$ cat config.mk
export PLATFORM = sky130hd
export DESIGN_NAME = multicycle_alu_flat
export DESIGN_NICKNAME = d
export VERILOG_FILES = /design/src/rtl/multicycle_alu_if.sv /design/src/rtl/multicycle_alu.sv /design/src/flat_wrapper.sv
export SDC_FILE = /design/constraint.sdc
export NUM_CORES = 1
export LEC_CHECK = 0
export ABC_AREA = 1
export BUFFER_PORTS_ARGS = -buffer_cell sky130_fd_sc_hd__buf_2
export CORE_MARGIN = 1
export CORE_UTILIZATION = 54
export DETAILED_ROUTE_END_ITERATION = 6
export PLACE_DENSITY_LB_ADDON = 0.08
export SLEW_MARGIN = 20
export SYNTH_ARGS = -nofsm -noshare
export SYNTH_HDL_FRONTEND = slang
export SYNTH_SLANG_ARGS = --single-unit
$ cat constraint.sdc
create_clock -name clk -period 3.2 [get_ports clk]
set_clock_uncertainty 0.15 [all_clocks]
set_input_delay 0.64 -clock clk [delete_from_list [all_inputs] [get_ports clk]]
set_output_delay 0.64 -clock clk [all_outputs]
set_load 0.01 [all_outputs]
$ cat src/rtl/multicycle_alu_if.sv
// Purpose: request/response bundle between datapath control and the multicycle ALU.
// Latency: none; this is plain wiring.
// Backpressure: the master holds start until the slave shows ready on the edge; done is a pulse.
interface multicycle_alu_if #(
  parameter int DATA_WIDTH = 32
);
  logic                  start;
  logic [3:0]            alu_operation;
  logic [DATA_WIDTH-1:0] a;
  logic [DATA_WIDTH-1:0] b;
  logic [4:0]            shamt;
  logic                  ready;
  logic                  done;
  logic [DATA_WIDTH-1:0] result;
  logic                  zero;

  modport master (
    output start, alu_operation, a, b, shamt,
    input  ready, done, result, zero
  );

  modport slave (
    input  start, alu_operation, a, b, shamt,
    output ready, done, result, zero
  );
endinterface

$ cat src/rtl/multicycle_alu.sv
// Purpose: sequential ALU stage with registered result/zero under a start/ready/done handshake.
// Latency: 1 cycle for logic/arith ops, 1 + ceil(shamt/SHIFT_BITS_PER_CYCLE) for SLL/SRL.
// Backpressure: ready drops while shifting; a start seen while not ready is dropped, never queued.
// Build option: define MULTICYCLE_ALU_BARREL_SHIFT_EN for a single-cycle barrel shifter.
module multicycle_alu #(
  parameter int DATA_WIDTH           = 32,
  parameter int SHIFT_BITS_PER_CYCLE = 1
) (
  input  logic                clk,
  input  logic                reset,
  multicycle_alu_if.slave     bus
);

  localparam logic [3:0] OP_AND = 4'b0000;
  localparam logic [3:0] OP_OR  = 4'b0001;
  localparam logic [3:0] OP_NOR = 4'b0010;
  localparam logic [3:0] OP_ADD = 4'b0011;
  localparam logic [3:0] OP_SUB = 4'b0100;
  localparam logic [3:0] OP_SLL = 4'b0101;
  localparam logic [3:0] OP_SRL = 4'b0110;
  localparam logic [3:0] OP_LUI = 4'b0111;
  localparam logic [3:0] OP_BR  = 4'b1000;
  localparam logic [3:0] OP_JR  = 4'b1001;

  localparam logic [4:0] STEP = 5'(SHIFT_BITS_PER_CYCLE);

  typedef enum logic [1:0] {
    IDLE  = 2'd0,
    SHIFT = 2'd1,
    DONE  = 2'd2
  } state_t;

  state_t                state;
  logic                  ready_q;
  logic                  done_q;
  logic [DATA_WIDTH-1:0] result_q;
  logic                  zero_q;
  logic [DATA_WIDTH-1:0] sh_val;
  logic                  sh_right;
  logic [4:0]            sh_cnt;

  logic [DATA_WIDTH-1:0] op_res;
  logic [DATA_WIDTH+15:0] lui_full;
  logic                  is_shift;
  logic                  go_shift;
  logic [4:0]            step;
  logic [4:0]            cnt_rem;
  logic [DATA_WIDTH-1:0] shifted;

  // Single-cycle result for the operands presented on the accept edge.
  always_comb begin
    op_res   = '0;
    lui_full = {{DATA_WIDTH{1'b0}}, bus.b[15:0]} << 16;
    case (bus.alu_operation)
      OP_AND: op_res = bus.a & bus.b;
      OP_OR:  op_res = bus.a | bus.b;
      OP_NOR: op_res = ~(bus.a | bus.b);
      OP_ADD: op_res = bus.a + bus.b;
      OP_SUB: op_res = bus.a - bus.b;
`ifdef MULTICYCLE_ALU_BARREL_SHIFT_EN
      OP_SLL: op_res = bus.b << bus.shamt;
      OP_SRL: op_res = bus.b >> bus.shamt;
`else
      // Only reached with shamt == 0; non-zero amounts go to the iterative shifter.
      OP_SLL: op_res = bus.b;
      OP_SRL: op_res = bus.b;
`endif
      OP_LUI: op_res = lui_full[DATA_WIDTH-1:0];
      OP_BR:  op_res = bus.a - bus.b;
      OP_JR:  op_res = bus.a;
      default: op_res = '0;
    endcase
  end

  // Decide whether an accepted request needs the multicycle shift path.
  always_comb begin
    is_shift = (bus.alu_operation == OP_SLL) || (bus.alu_operation == OP_SRL);
`ifdef MULTICYCLE_ALU_BARREL_SHIFT_EN
    go_shift = 1'b0;
`else
    go_shift = is_shift && (bus.shamt != 5'd0);
`endif
  end

  // One iteration of the shifter: move by min(step size, remaining).
  always_comb begin
    step    = (sh_cnt < STEP) ? sh_cnt : STEP;
    cnt_rem = sh_cnt - step;
    shifted = sh_right ? (sh_val >> step) : (sh_val << step);
  end

  // Control FSM with registered handshake outputs and result/zero.
  always_ff @(posedge clk or posedge reset) begin
    if (reset) begin
      state    <= IDLE;
      ready_q  <= 1'b1;
      done_q   <= 1'b0;
      result_q <= '0;
      zero_q   <= 1'b1;
      sh_val   <= '0;
      sh_right <= 1'b0;
      sh_cnt   <= 5'd0;
    end else begin
      case (state)
        IDLE, DONE: begin
          if (bus.start) begin
            if (go_shift) begin
              state    <= SHIFT;
              ready_q  <= 1'b0;
              done_q   <= 1'b0;
              sh_val   <= bus.b;
              sh_right <= (bus.alu_operation == OP_SRL);
              sh_cnt   <= bus.shamt;
            end else begin
              state    <= DONE;
              ready_q  <= 1'b1;
              done_q   <= 1'b1;
              result_q <= op_res;
              zero_q   <= (op_res == '0);
            end
          end else begin
            state   <= IDLE;
            ready_q <= 1'b1;
            done_q  <= 1'b0;
          end
        end
        SHIFT: begin
          sh_val <= shifted;
          sh_cnt <= cnt_rem;
          if (cnt_rem == 5'd0) begin
            state    <= DONE;
            ready_q  <= 1'b1;
            done_q   <= 1'b1;
            result_q <= shifted;
            zero_q   <= (shifted == '0);
          end
        end
        default: begin
          state   <= IDLE;
          ready_q <= 1'b1;
          done_q  <= 1'b0;
        end
      endcase
    end
  end

  assign bus.ready  = ready_q;
  assign bus.done   = done_q;
  assign bus.result = result_q;
  assign bus.zero   = zero_q;

endmodule

$ cat src/flat_wrapper.sv
// flat-port wrapper written by rule: the top's interface ports become plain ports
module multicycle_alu_flat 
#(
  parameter int DATA_WIDTH           = 32,
  parameter int SHIFT_BITS_PER_CYCLE = 1
)
  (clk, reset, bus_start, bus_alu_operation, bus_a, bus_b, bus_shamt, bus_ready, bus_done, bus_result, bus_zero);
  multicycle_alu_if #(.DATA_WIDTH(DATA_WIDTH)) bus_i ();
  input  logic clk;
  input  logic reset;
  input wire logic [$bits(bus_i.start)-1:0] bus_start;
  input wire logic [$bits(bus_i.alu_operation)-1:0] bus_alu_operation;
  input wire logic [$bits(bus_i.a)-1:0] bus_a;
  input wire logic [$bits(bus_i.b)-1:0] bus_b;
  input wire logic [$bits(bus_i.shamt)-1:0] bus_shamt;
  output wire logic [$bits(bus_i.ready)-1:0] bus_ready;
  output wire logic [$bits(bus_i.done)-1:0] bus_done;
  output wire logic [$bits(bus_i.result)-1:0] bus_result;
  output wire logic [$bits(bus_i.zero)-1:0] bus_zero;
  assign bus_i.start = bus_start;
  assign bus_i.alu_operation = bus_alu_operation;
  assign bus_i.a = bus_a;
  assign bus_i.b = bus_b;
  assign bus_i.shamt = bus_shamt;
  assign bus_ready = bus_i.ready;
  assign bus_done = bus_i.done;
  assign bus_result = bus_i.result;
  assign bus_zero = bus_i.zero;
  multicycle_alu #(.DATA_WIDTH(DATA_WIDTH), .SHIFT_BITS_PER_CYCLE(SHIFT_BITS_PER_CYCLE)) u_core (.clk(clk), .reset(reset), .bus(bus_i));
endmodule
==> run summary, run 1 <==
status = finished, violations left
violated checks = setup timing
post-synthesis adder-cell area fraction = 5.203%
Iter 0 DRT Violations = 1650
drt wl/cell = 19.44 um
drt via density = 6.076
EDFF count, synth = 0
boundary pin count = 111
worst endpoint required time = 3.32 ns
Synth Area in XOR/XNOR = 3.391%
largest family of logic cells by synthesized area = simple AND/OR/NAND/NOR gates
Synth Instances = 1552
simple-gate share of the synthesized area = 38.94%
Placer Congestion = 1.078
vias in the first global route = 11340
first-pass GRT wire length = 58660 um
largest net degree at the start of global routing = 75
Yosys warnings = 0
ranking of synthesized cells by area = nand2_1, dfrtp_1, inv_1
maximum clock path buffer count = 2
mapped cell area = 0.009041 mm^2
Pwr Density = 528.8 mW/mm^2
synth unique cells = 47
critical path's largest stage delay = 0.39 ns
Yosys reg bits = 74
Top FF cell, synth = dfrtp_1
Hold Buf Count CTS = 0
share of post-route cells with drive strength above 1 = 36.14%
initial antenna violation count = 1
top post-synthesis cells by count = nand2_1, inv_1, nor2_1, nand3_1, dfrtp_1
dpl cells = 2050
Critical-path top delay cell = ha_2
RSZ-0062 raised after global routing = true
combinational share of power = 59.6%
clk slew on worst S/H paths = 0.06 ns
CP endpoint kind = flip-flop
gr usage total = 43.38%
DRT antenna net count = 0
Clk pwr share = 15.7%
Clk Latency, worst-skew pair = 0.34 ns
Peak VDD IR = 525.3 uV
max cap viols = 0
Initial Util = 56.10%
post-synthesis mux area share = 0.1107%
post-route cell area = 0.01317 mm^2
fraction of registers with async set/reset = 100.0%
DRC = 0
# H-tree levels = 3
Pre-antenna DRT Iters = 7
worst slew pin tran = 1.236 ns
Root Buffer = clkbuf_16
post-synth top area cell = nand2_1
Worst setup SP type = input pin
fin crit share = 125.8%
area share of the largest cell type after synthesis = 19.97%
Antenna Cells = 0
Hold Fails Final Rpt = 0
IO buf count = 110
Layout Cells excl Fill = 2103
TritonCTS clock tree = yes
Area Overhead vs Synth = 45.70%
net switching share of the total power = 46.85%
CTS Buf Count = 9
post-route setup slack = -0.8242 ns
GR Overflow Total = 0
fillcell total = 1112
Rows = 46
Final Net Count = 1995
worst-path fanout max = 4
wirelength, routed = 40880 um
Via Count = 12780
LEAKAGE = 6.857 nW
Post-DP HPWL = 29390 um
most frequent cell after synthesis = nand2_1
Synth Area in Compound Gates = 18.31%
Die Y = 131.4 um
kind of critical path = input pin to flip-flop
chip width = 131.4 um
CP arrival = 4.15 ns
max-slew violations = 0
Mapped Nets = 1665
# setup viols final = 24
Max Fclk = 248.5 MHz
Die ar. = 0.01726 mm^2
crit-path most repeated cell = nand2_1
core area = 0.01612 mm^2
P_int = 3.702 mW
post-route minimum period = 4.024 ns
Relative slew margins = 17.30%
Worst Hold Class = input pin to asynchronous set/reset pin
Flop pwr share = 24.7%
register area share after synthesis = 20.51%
Sw Pwr = 3.263 mW
syn avg cell area = 5.825 um^2
post-layout power = 6.966 mW
Sinks on Clock Net = 74
Area after DPL = 0.01142 mm^2
## power by group through the flow
stage	sequential, mW	combinational, mW	clock, mW
4_1_cts	1.70	3.78	1.09
3_5_place_dp	1.71	3.56	0
3_3_place_gp	1.69	3.48	0
2_1_floorplan	1.72	2.23	0
5_1_grt	1.76	4.46	1.14
6_report	1.72	4.15	1.09
## registers in the layout, summed over array words and instances, names as in the netlist
name	flops
u_core.state	1
u_core.bus.zero	1
u_core.bus.done	1
u_core.sh_right	1
u_core.bus.result	32
u_core.bus.ready	1
u_core.sh_val	32
u_core.sh_cnt	5
## worst paths after layout
| check | start | endpoint | slack (ns) | cells past startpoint |
|---|---|---|---|---|
| max | bus_b[1] | u_core.bus.zero | -0.82 | 29 |
| min | reset | u_core.sh_cnt[2] | 0.22 | 3 |
| max reg2reg | u_core.sh_cnt[2] | u_core.bus.zero | 0.48 | 12 |
| min reg2reg | u_core.bus.result[3] | u_core.bus.result[3] | 0.35 | 2 |
| max in group asynchronous | reset | u_core.bus.zero | 2.31 | 3 |
| min in group clk | u_core.bus.result[3] | u_core.bus.result[3] | 0.35 | 2 |
## area by class of cell
type                            instances  area (um^2)  share of cell area (%)
Multi-Input combinational cell       1179         7092                   53.84
Clock buffer                           11        242.7                   1.843
Sequential cell                        74         1854                   14.08
Inverter                              244        949.7                   7.209
Clock inverter                          5        78.83                  0.5984
Tap cell                              216        270.3                   2.052
Timing Repair Buffer                  374         2685                   20.38
## critical path, delay by kind of cell
kind | cells | cell delay (ns)
fa+ha+maj | 2 | 0.53
xor+xnor | 1 | 0.14
compound gates | 1 | 0.15
buf+inv | 3 | 0.28
simple gates | 22 | 2.36
## routing by layer
metal	global-route usage [%]	routed length, um	vias up
li1	-	-	5725
met1	55.02	14930	5811
met2	68.06	17880	989
met3	8.642	4728	253
met4	26.16	3341	0
met5	0	0	-
## cells by family (layout without fill, tap and decap cells)
family                     Yosys count  in the layout
muxes                                1              1
xor gates and xnor gates            35             35
AOI/OAI and AO/OA                  263            263
adders and majority gates           37             37
buffers and inverters              299            634
and+or+nand+nor                    843            843
DFF                                 74             74
## cell usage in the layout (no fill, tap or decap), types with 8 or more instances in the layout
master / count
o21ai_1: 8
buf_2: 107
o211ai_1: 36
nand3_2: 32
nand4_1: 15
dfrtp_1: 72
nand3b_1: 8
o221ai_1: 25
a31oi_1: 31
inv_1: 205
or2_2: 12
inv_2: 34
buf_4: 240
a21oi_1: 33
o22ai_1: 8
ha_1: 22
xor2_1: 29
nand3_1: 84
buf_6: 22
nor2_2: 20
nand2_1: 387
nand2_2: 80
a21oi_2: 19
nor2_1: 127
nor2_4: 17
clkbuf_16: 9
ha_4: 11
nand2_4: 22
o21ai_0: 67
nor3_1: 18
## through the flow
stage          worst slack, ns  hold slack [ns]  utilization, %  TNS [ns]
2_1_floorplan          -0.4445           0.3359               -    -1.725
3_3_place_gp            -1.321           0.3136           70.85    -21.17
3_5_place_dp            -1.336           0.3364           70.85    -21.95
4_1_cts                -0.6941           0.2561           77.17    -8.233
5_1_grt                 -1.095           0.2765           81.74    -14.27
6_report               -0.8242           0.2166           81.74    -9.607
## repair_timing
action | in CTS | in global routing
endpoints found under the hold margin | 0 | 0
buffers inserted | 19 | 24
resized for setup | 153 | 161
endpoints found under the setup margin | 27 | 29
pin swaps | 39 | 95
Note: power is estimated with default switching activity, not from simulation.
==> run 2: changes to the inputs <==
clock period = 4 ns   (was 3.2 ns; I/O delays follow)
==> run 2 against run 1 <==
  * The flow still finishes with violations (setup timing)
  * Non-clock buffer count decreased by 75
  * Final cell count decreased by 3.5%
  * Power decreased by 26%
  * Flip-flop and latch count unchanged
  * Largest cell class unchanged
==> run summary, run 2 (same netlist as run 1, synthesis figures left out) <==
RSZ-0062 raised after global routing = true
post-layout power = 5.148 mW (-26%)
setup TNS = -0.1704 ns (+9.436 ns)
Placer Congestion = 1.062 (-1.5%)
critical path's largest stage delay = 0.36 ns (-0.03 ns)
fin crit share = 103.3%
Flop pwr share = 26.1% (+1.4 points)
share of post-route cells with drive strength above 1 = 24.72% (-11 points)
Hold Fails Final Rpt = 0 (unchanged)
Peak VDD IR = 434.8 uV (-17%)
DRC = 0 (unchanged)
Rows = 46 (unchanged)
# H-tree levels = 3 (unchanged)
wirelength, routed = 35820 um (-12%)
Post-DP HPWL = 28220 um (-4.0%)
Sw Pwr = 2.382 mW (-27%)
Clk Latency, worst-skew pair = 0.34 ns (about the same)
Root Buffer = clkbuf_16
Via Count = 11690 (-8.6%)
max-slew violations = 0 (unchanged)
Die ar. = 0.01726 mm^2 (unchanged)
Pwr Density = 438.6 mW/mm^2 (-17%)
boundary pin count = 111 (unchanged)
Worst Path Buf+Inv = 3 (unchanged)
worst slew pin tran = 0.6844 ns (-0.5515 ns)
post-route minimum period = 4.133 ns
# setup viols final = 2 (-92%)
most frequent cells in the layout = nand2_1, inv_1, buf_4
violated checks = setup timing
first-pass GRT wire length = 55900 um (-4.7%)
net switching share of the total power = 46.27% (-0.58 points)
chip width = 131.4 um (unchanged)
Worst setup SP type = input pin
Area Overhead vs Synth = 29.82%
Initial Util = 56.10% (unchanged)
core area = 0.01612 mm^2 (unchanged)
status = finished, violations left
initial antenna violation count = 0 (-1)
Iter 0 DRT Violations = 1451 (-12%)
Final Net Count = 1920 (-3.8%)
post-route setup slack = -0.1326 ns (+0.6916 ns)
vias in the first global route = 10690 (-5.7%)
TritonCTS clock tree = yes
Die Y = 131.4 um (unchanged)
clk slew on worst S/H paths = 0.06 ns (about the same)
commonest non-fill, non-tap cell in the layout = nand2_1
maximum clock path buffer count = 2 (unchanged)
CTS Buf Count = 9 (unchanged)
IO buf count = 110 (unchanged)
CP delay by family, top = simple AND/OR/NAND/NOR gates
Clk pwr share = 16.5% (+0.8 points)
P_int = 2.766 mW (-25%)
Pre-antenna DRT Iters = 5 (-2)
Max Fclk = 242.0 MHz
Worst Hold Class = flip-flop to flip-flop
drt wl/cell = 17.65 um (-9.2%)
Hold Slack = 0.3407 ns (+0.1241 ns)
GR Overflow Total = 0 (unchanged)
Relative slew margins = 54.30% (+37 points)
kind of critical path = input pin to flip-flop
drt via density = 5.759 (-5.2%)
CP endpoint kind = flip-flop
LEAKAGE = 6.277 nW (-8.5%)
Sinks on Clock Net = 74 (unchanged)
CP arrival = 4.25 ns (+0.10 ns)
crit-path most repeated cell = nand2_1
DRT antenna net count = 0 (unchanged)
gr usage total = 41.18% (-2.2 points)
combinational share of power = 57.4% (-2.2 points)
worst endpoint required time = 4.12 ns (+0.80 ns)
max cap viols = 0 (unchanged)
worst-path fanout max = 4 (unchanged)
largest net degree at the start of global routing = 62 (-17%)
Critical-path top delay cell = ha_1
run 2: per-layer routing:
metal | vias to the layer above | GRT usage, % | wire length [um]
met5 | - | 0 | 0
met4 | 0 | 22.03 | 2008
met3 | 125 | 6.636 | 3746
met2 | 677 | 63.95 | 15470
met1 | 5294 | 54.77 | 14590
li1 | 5589 | - | -
run 2: worst min-delay path: stages, from the launching register on:
cell     delay (ns)
dfrtp_1        0.34
nand2_1        0.05
o21ai_0        0.06
run 2: through the flow:
step	setup WS (ns)	utilization, %	cells	instance area, um^2
6_report	-0.1326	72.83	2029	11740
5_1_grt	-0.4170	72.82	2028	11740
4_1_cts	-0.09459	70.99	2025	11440
3_5_place_dp	-0.6221	68.04	2006	10970
3_3_place_gp	-0.5751	68.04	2006	10970
2_1_floorplan	-0.01179	-	1552	9046
run 2: area by class of cell:
class	count	area, um^2
Multi-Input combinational cell	1179	6347
Fill cell	1426	4378
Timing Repair Buffer	299	2022
Sequential cell	74	1854
Inverter	244	925.9
Tap cell	216	270.3
Clock buffer	12	266.5
Clock inverter	4	48.80
Antenna cell	1	2.502
run 2: final timing paths:
kind,start,end,slack [ns],cells past startpoint
worst min register to register,u_core.bus.result[6],u_core.bus.result[6],0.34,2
min in group asynchronous,reset,u_core.sh_cnt[1],0.41,2
worst min-delay path,u_core.bus.result[6],u_core.bus.result[6],0.34,2
worst max register to register,u_core.sh_cnt[4],u_core.bus.zero,0.84,9
worst max-delay path,bus_b[0],u_core.bus.zero,-0.13,29
max in group asynchronous,reset,u_core.bus.ready,2.48,3
run 2: timing repair:
item,CTS,global route
resized for setup,35,72
setup buffers,4,4
pin swaps,11,22
hold endpoints to repair,0,0
endpoints found under the setup margin,9,19
hold buffers,0,0
run 2: power groups by stage:
| stage | clock (mW) | combinational [mW] | sequential [mW] |
|---|---|---|---|
| 4_1_cts | 0.847 | 2.83 | 1.33 |
| 5_1_grt | 0.884 | 3.24 | 1.39 |
| 2_1_floorplan | 0 | 1.77 | 1.38 |
| 3_3_place_gp | 0 | 2.72 | 1.33 |
| 3_5_place_dp | 0 | 2.78 | 1.34 |
| 6_report | 0.847 | 2.96 | 1.34 |
==> run 3: changes to the inputs <==
CELL_PAD_IN_SITES_DETAIL_PLACEMENT = 2   (was default)
CELL_PAD_IN_SITES_GLOBAL_PLACEMENT = 2   (was default)
CORE_UTILIZATION = 31   (was 54)
==> run 3 against run 2 <==
  * The run still ends with setup timing left
  * Clock-buffer cell count shrank 2
  * Wire length grew 89%
  * Critical path depth grew 1
  * Die area increased by 73%
  * Via count grew 17%
  * Global-route usage fell by 5.1 points
  * Critical path type unchanged
==> run summary, run 3 (same netlist as run 1, synthesis figures left out) <==
status = finished, violations left
violated checks = setup timing
CP delay by family, top = simple AND/OR/NAND/NOR gates
CP endpoint kind = flip-flop
Worst setup SP type = input pin
GR Overflow Total = 0 (unchanged)
RSZ-0062 raised after global routing = true
post-route minimum period = 5.043 ns (+0.9103 ns)
core area = 0.02870 mm^2 (+78%)
most frequent cells in the layout = nand2_1, buf_4, inv_1
share of post-route cells with drive strength above 1 = 34.27% (+9.5 points)
gr usage total = 36.10% (-5.1 points)
clk slew on worst S/H paths = 0.06 ns (about the same)
fin crit share = 126.1% (+23 points)
vias in the first global route = 13670 (+28%)
Relative slew margins = 20.28% (-34 points)
Rows = 62 (+35%)
Post-DP HPWL = 39940 um (+42%)
Area after DPL = 0.01148 mm^2 (+4.7%)
commonest non-fill, non-tap cell in the layout = nand2_1
# H-tree levels = 3 (unchanged)
Sw Pwr = 3.128 mW (+31%)
Final Net Count = 1996 (+4.0%)
Hold Fails Final Rpt = 0 (unchanged)
max-slew violations = 0 (unchanged)
CP arrival = 5.18 ns (+0.93 ns)
reg-to-reg startpoint = u_core.sh_cnt[4]
worst-path fanout max = 4 (unchanged)
DRC = 0 (unchanged)
Max Fclk = 198.3 MHz (-18%)
Placer Congestion = 0.9373 (-12%)
reg2reg end = u_core.bus.zero
post-route cell area = 0.01331 mm^2 (+13%)
Root Buffer = clkbuf_16
worst endpoint required time = 4.14 ns (+0.02 ns)
Setup crit end = u_core.bus.zero
max cap viols = 0 (unchanged)
Iter 0 DRT Violations = 1173 (-19%)
P_int = 2.953 mW (+6.7%)
Clk pwr share = 14.9% (-1.6 points)
maximum clock path buffer count = 2 (unchanged)
Die ar. = 0.02985 mm^2 (+73%)
Flop pwr share = 23.1% (-3.0 points)
Clk Latency, worst-skew pair = 0.36 ns (+0.02 ns)
boundary pin count = 111 (unchanged)
Antenna Cells = 0 (-1)
Layout Cells excl Fill = 2272 (+12%)
Peak VDD IR = 204.5 uV (-53%)
kind of critical path = input pin to flip-flop
Pwr Density = 456.7 mW/mm^2 (+4.1%)
worst slew pin tran = 1.196 ns (+0.5114 ns)
Worst Path Buf+Inv = 4 (+1)
Worst Setup SP = bus_b[1]
initial antenna violation count = 3 (+3)
Pre-antenna DRT Iters = 5 (unchanged)
TritonCTS clock tree = yes
drt via density = 6.023 (+4.6%)
Area Overhead vs Synth = 47.26%
post-route setup slack = -1.043 ns (-0.9103 ns)
first-pass GRT wire length = 82390 um (+47%)
chip width = 172.8 um (+31%)
Initial Util = 31.50% (-25 points)
dpl cells = 2213 (+10%)
wirelength, routed = 67870 um (+89%)
DRT antenna net count = 0 (unchanged)
IO buf count = 110 (unchanged)
Sinks on Clock Net = 74 (unchanged)
net switching share of the total power = 51.44% (+5.2 points)
stages on the worst setup path = 30 (+3.4%)
Die Y = 172.8 um (+31%)
Via Count = 13680 (+17%)
setup TNS = -14.06 ns (-13.89 ns)
drt wl/cell = 29.87 um (+69%)
reg2reg setup slack = 0.64 ns (-0.20 ns)
Critical-path top delay cell = nor3_4
CTS Buf Count = 9 (unchanged)
# setup viols final = 26 (+24)
Hold Buf Count CTS = 0 (unchanged)
LEAKAGE = 6.784 nW (+8.1%)
R2R cell count = 12 (+3)
crit-path most repeated cell = nand2_2
pre-CTS WS = -1.046 ns (-0.4241 ns)
largest net degree at the start of global routing = 62 (unchanged)
Worst Hold Class = flip-flop to flip-flop
combinational share of power = 62.0% (+4.6 points)
critical path's largest stage delay = 0.28 ns (-0.08 ns)
## run 3: changes by cell type in the layout (fill, tap and decap cells not counted), sizes merged
cell    change
bufinv      +1
diode       -1
clkbuf      -2
clkinv      +2
inv         -1
buf        +76
## run 3: cell type report
type                       count  area (um^2)
inverter                     244        924.6
multi-input combinational   1179         7034
sequential                    74         1854
clock inverter                 6        91.34
clock buffer                  10        229.0
fill                        3491        15390
tap                          384        480.5
timing repair buffer         375         2700
## run 3: how the worst min path moves through the flow
stage,from,endpoint,slack [ns],cells past startpoint
floorplan,u_core.bus.ready,u_core.bus.ready,0.34,2
global placement,u_core.bus.result[5],u_core.bus.result[5],0.32,2
detailed placement,u_core.bus.result[3],u_core.bus.result[3],0.33,2
CTS,u_core.bus.result[3],u_core.bus.result[3],0.34,2
global route,u_core.bus.ready,u_core.bus.ready,0.35,2
finish,u_core.bus.ready,u_core.bus.ready,0.34,2
## run 3: repair_timing
item | in CTS | in global routing
setup buffers | 16 | 30
gates cloned | 0 | 0
resized for setup | 94 | 199
pin swaps | 36 | 76
endpoints found under the setup margin | 21 | 24
## run 3: layer usage
| metal | part of all wire [%] | wire length, um | vias to the layer above | GRT usage (%) |
|---|---|---|---|---|
| met4 | 6.6 | 4469 | 2 | 17.44 |
| li1 | - | - | 5693 | - |
| met2 | 48 | 32590 | 765 | 63.76 |
| met1 | 38 | 25990 | 6912 | 44.02 |
| met3 | 7.1 | 4803 | 312 | 3.188 |
| met5 | 0.016 | 11 | - | 0 |
## run 3: metrics by stage
step                      total power [mW]  hold WS, ns  util, %
after floorplan                      3.145       0.3359        -
after global placement               4.249       0.3189    40.00
after detailed placement             4.394       0.3267    40.00
after CTS                            5.439       0.3432    42.89
after global routing                 6.327       0.3498    46.39
final                                6.081       0.3418    46.39
## run 3: worst min-delay path, delay by kind of cell (launching register included)
family / cells / cell delay (ns)
AO/OA/AOI/OAI: 1 / 0.07
buffers and inverters: 1 / 0.04
flip-flops: 1 / 0.37
## run 3: power groups by stage
stage	clock network (mW)	registers, mW	logic, mW
final	0.904	1.40	3.77
after global placement	0	1.35	2.90
after floorplan	0	1.38	1.77
after CTS	0.898	1.37	3.17
after detailed placement	0	1.37	3.02
after global routing	0.937	1.44	3.95
